==> config.mk <==
export PLATFORM = sky130hd
export DESIGN_NAME = data_mem
export DESIGN_NICKNAME = d
export VERILOG_FILES = /design/src/rtl/data_mem_pkg.sv /design/src/rtl/data_mem.sv
export SDC_FILE = /design/constraint.sdc
export NUM_CORES = 2
export LEC_CHECK = 0
export ABC_CLOCK_PERIOD_IN_PS = 2900
export BUFFER_PORTS_ARGS = -buffer_cell sky130_fd_sc_hd__buf_4
export CORE_MARGIN = 2
export CORE_UTILIZATION = 45
export DETAILED_ROUTE_END_ITERATION = 8
export MAX_ROUTING_LAYER = met4
export PLACE_DENSITY = 0.62
export SLEW_MARGIN = 20
export SYNTH_ARGS = -nofsm -noshare
export SYNTH_HDL_FRONTEND = slang
export SYNTH_SLANG_ARGS = --single-unit
==> constraint.sdc <==
create_clock -name clk -period 2.9 [get_ports clk]
set_input_delay 0.145 -clock clk [delete_from_list [all_inputs] [get_ports clk]]
set_output_delay 0.145 -clock clk [all_outputs]
set_load 0.05 [all_outputs]
==> src/rtl/data_mem_pkg.sv <==
// Shared sizing and memory map for the decoder data memory.
// Message image and decoded output regions live here so all users agree.
package data_mem_pkg;

    localparam int DW    = 8;
    localparam int AW    = 8;
    localparam int DEPTH = 2 ** AW;

    localparam int MSG_IN_BASE  = 64;
    localparam int MSG_OUT_BASE = 0;
    localparam int REGION_LEN   = 64;

    typedef logic [AW-1:0] addr_t;
    typedef logic [DW-1:0] word_t;

endpackage

==> src/rtl/data_mem.sv <==
// 256x8 data memory: synchronous write with sync clear, combinational read.
// The array `core` is accessed hierarchically by the decoder top and benches.
module data_mem
    import data_mem_pkg::*;
#(
    parameter int DW = data_mem_pkg::DW,
    parameter int AW = data_mem_pkg::AW
) (
    input  logic          clk,
    input  logic          rst,
    input  logic          write_en,
    input  logic [AW-1:0] raddr,
    input  logic [AW-1:0] waddr,
    input  logic [DW-1:0] data_in,
    output logic [DW-1:0] data_out
);

    localparam int NWORDS = 2 ** AW;

    logic [DW-1:0] core [0:NWORDS-1];

    // Plain always keeps hierarchical backdoor writes to core legal.
    always @(posedge clk) begin
        if (rst) begin
            for (int i = 0; i < NWORDS; i++) begin
                core[i] <= '0;
            end
        end else if (write_en) begin
            core[waddr] <= data_in;
        end
    end

    assign data_out = core[raddr];

endmodule

Word level (Yosys, flattened, before mapping)
Memories as Yosys holds them, arrays and structs flattened.
Cells that the tools add are included.

operators by class
  multiply operators = 0
  muxes and demuxes = 8
  shift-type cells = 0
  divide/modulo/power cells = 0
  $add $sub $neg = 0
  reductions and logical operators = 1
  order comparisons = 0
  eq/ne operators = 0
  bitwise logic cells = 0

operator list
  cell                count
  2-to-1 mux 8 bit    2
  OR reduction 8 bit  1
  2-to-1 mux 1 bit    6

word-level totals
  bits in read-only memories = 0
  logic and storage cells = 10
  RAM bits = 2048
  bits in latches = 0
  bits in registers = 0
  output and inout bits = 8
  bits of input ports = 27
  memories kept = 1

memories
  name  depth  width  rd ports  clocked after Yosys merged registers in  write ports  RTL line        text
  core  256    8      1         0                                        256          data_mem.sv:20  logic [DW-1:0] core [0:NWORDS-1];

Logic depth before layout (Yosys ltp)
  depth in word-level cells = 5
  mapped depth = 12
  depth with buffers taken out = 7

Worst setup path after synthesis
Ideal clock, no wire load.

  kind = in2out
  from = in raddr[0]
  to = out data_out[4]
  path buffers = 5
  stages = 11
  data required time = 2.755 ns
  path slack = -0.264 ns
  data arrival time = 3.019 ns
  cells stage by stage = buf_6 buf_12 buf_12 buf_12 buf_12 mux2i_1 o221ai_2 nand2_1 a211oi_2 a211oi_1 nor4_1

between the ends
  cells in the longest elaborated chain, start to end = 1

RTL lines
  item                  RTL line        text
  start, declared       data_mem.sv:12  input logic [AW-1:0] raddr,
  memory (256 x 8 bit)  --
  end, declared         data_mem.sv:15  output logic [DW-1:0] data_out

Every way passes these cells.

Worst setup path after layout
  from = mem core[253][0]
  to = out data_out[0]

between the ends
  cells in the longest elaborated chain, start to end = 1

RTL lines
  item                  RTL line
  start, declared       data_mem.sv:20
  memory (256 x 8 bit)  --

Every way passes these cells.

==> flow_summary.ini <==
[critical_path]
endpoint_kind = primary output
crit_fanout = 2
crit_type = flop to primary output
cpMaxStageDelayCell = a211oi_2
crit_path_max_incr_delay_ns = 0.53
crit_end = data_out[0]
startpoint = core[253][0]
cp-start-kind = flop
required_ns = 2.76
path_cells = mux2i_1, o221ai_1, nand2_1, a211oi_2, nor4_2, buf_12, nor4b_4, buf_6
arrival_ns = 3.29

[outcome]
failed_checks = setup timing
outcome = finished with violations

[routing]
first_pass_iters = 6
first_iter_violations = 6605
antenna_left = 0
vias_per_cell = 5.805
routedWlPerCell_um = 27.89
drc = 0
num_vias = 56920
drt-total-wl_um = 273500

[floorplan]
fp.dieArea_mm2 = 0.2155
rows = 168
core_mm2 = 0.2100
die_x_um = 464.2
io_pins = 35
start_util_pct = 45.38
die_h_um = 464.2

[global_route]
grt_usage_pct = 25.96
antenna_found_initial = 8
grt_first_pass_wirelength_um = 398500
grt_max_degree = 164
grt.overflow.total = 0
grt_pass1_vias = 56170

[timing]
whs_ns = 0.1878
hold_viol_final = 0
drv_slew = 0
worst_pin_slew_ns = 0.9779
fmax_mhz = 291.0
finalCritPeriodShare_pct = 118.5
period_minus_slack_ns = 3.437
layout_setup_ws_ns = -0.5367
setup_viol = 8
tns_ns = -3.279
rsz0062_at_grt = yes
worst_slew_margin_rel_pct = 34.80

[yosys]
yosysWarnings = 0
synth.top_cells.by_area = edfxtp_1 65%, and2_1 13%, mux4_2 9.2%
syn_nets = 6462
synth.distinct_cells = 68
synth_edf_count = 2048
syn_avg_cell_area_um2 = 14.81
synth.cell_area_mm2 = 0.09529
synth_top_area_cell = edfxtp_1
seq_area_frac_synth_pct = 64.54
synthCells = 6435
ys.flop_type = edfxtp_1
ys_seq_elements = 2048
synth_top_cell_area_share_pct = 64.54
synthArstFlopShare_pct = 0

[cells_and_area]
area_growth_pct = 15.61
layout-drive-gt1-share_pct = 24.91
reg_top3 = core: 2048 flops
finalNetCount = 6835
nFillCells = 17030
top_register = core
largest_register_ff_count = 2048
final_common_cell = edfxtp_1
layout_common_cells = 2048 x edfxtp_1, 1995 x and2_1, 540 x buf_4

[clock_network]
cts_max_path_buffers = 3
cts_tree = done
clk_pin_slew_ns = 0.06
cts-htree-levels = 4
numCtsBuffers = 210
clock_sinks = 2048
root_buffer = clkbuf_16

[power_and_ir_drop]
ir_drop_uv = 603.1
cellPowerDensity_mw_per_mm2 = 608.5
power.leakage_nw = 39.03

[min_path]
min-delay-start = waddr[1]
hp-class = primary input to flop

[placed_design]
routabilityCongestion = 0.9298
dp_worst_setup_slack_ns = -0.7605
hpwlAfterDp_um = 181800
io_buffers = 34

[flow_run]
maxCapViolCount = 0
==> critical path, delay by kind of cell (launching register included) <==
family / cells / cell delay (ns)
flip-flops: 1 / 0.33
AND/OR/NAND/NOR: 3 / 0.78
buffers and inverters: 2 / 0.41
multiplexers: 1 / 0.10
AO/OA/AOI/OAI: 2 / 0.81
==> synthesized netlist by cell type, drive strengths merged (3+ instances only) <==
cell / count
a31oi: 15
o21bai: 7
a221oi: 19
o32ai: 10
edfxtp: 2048
o221ai: 54
nor2b: 18
o211ai: 5
a22oi: 137
nand2b: 3
a311oi: 6
a22o: 9
nor4: 18
mux2i: 215
and2: 1997
o21ai: 30
nor2: 308
a221o: 3
nand3: 50
clkbuf: 361
a2111oi: 4
mux4: 406
a211oi: 18
inv: 4
mux2: 4
a21oi: 79
or2: 251
nand4: 11
nand2: 78
o22ai: 26
nor3: 23
buf: 135
and3: 59
o31ai: 6
==> metal layers <==
metal  wire length (um)  global-route usage [%]  share of wire [%]  up-vias
li1                   -                       -                  -    24530
met1             114100                   35.80                 42    29370
met4               9054                   8.114                3.3        0
met3              23240                   4.574                8.5      495
met5                  0                       -                  0        -
met2             127100                   39.37                 46     2521
==> worst min-delay path by stage <==
stage                    to  slack (ns)  depth (start not counted)
6_report        core[63][3]        0.19                          4
5_1_grt         core[63][3]        0.18                          4
4_1_cts         core[63][7]         0.1                          4
3_5_place_dp   core[149][3]        0.77                          2
3_3_place_gp   core[154][3]        0.76                          2
2_1_floorplan   core[10][7]        0.56                          2
==> layout make-up <==
cell class	instances	area, um^2	share of cell area, %
clock inverters	147	1282	1.164
inverters	6	22.52	0.02044
well taps	2805	3510	3.186
repair buffers	657	6166	5.597
multi-input cells	3885	32250	29.27
flip-flops and latches	2048	61500	55.82
clock buffers	249	5423	4.922
diodes	8	20.02	0.01817
==> report_power, final <==
part | leakage [nW] | switching [mW] | total [mW] | internal, mW
registers | 19.4 | 0.479 | 34.5 | 34.0
clock network | 3.26 | 11.8 | 26.7 | 14.9
logic | 16.3 | 3.64 | 5.90 | 2.27
total | 39.0 | 15.9 | 67.0 | 51.1
==> per-stage QoR <==
step	utilization [%]	area, um^2	total power, mW	instances
floorplan	-	95320	37.97	6435
global placement	48.81	102500	40.58	9404
detailed placement	48.81	102500	40.67	9404
CTS	52.39	110000	67.23	9797
global route	52.46	110200	68.74	9802
finish	52.47	110200	67.04	9805
==> what timing repair did <==
item,4_1_cts,5_1_grt
gates resized for setup,146,29
pin swaps,51,24
endpoints found under the hold margin,774,0
hold buffers,9,0
setup buffers,0,0
setup endpoints to repair,8,8
cloned,0,0
==> kinds of logic after synthesis <==
group | count (synthesis) | synth area share, %
buf+inv | 502 | 2.675
mux | 625 | 11.97
simple gates | 2820 | 17.46
flops | 2048 | 64.54
compound gates | 440 | 3.353
(Power assumes the default switching activity.)
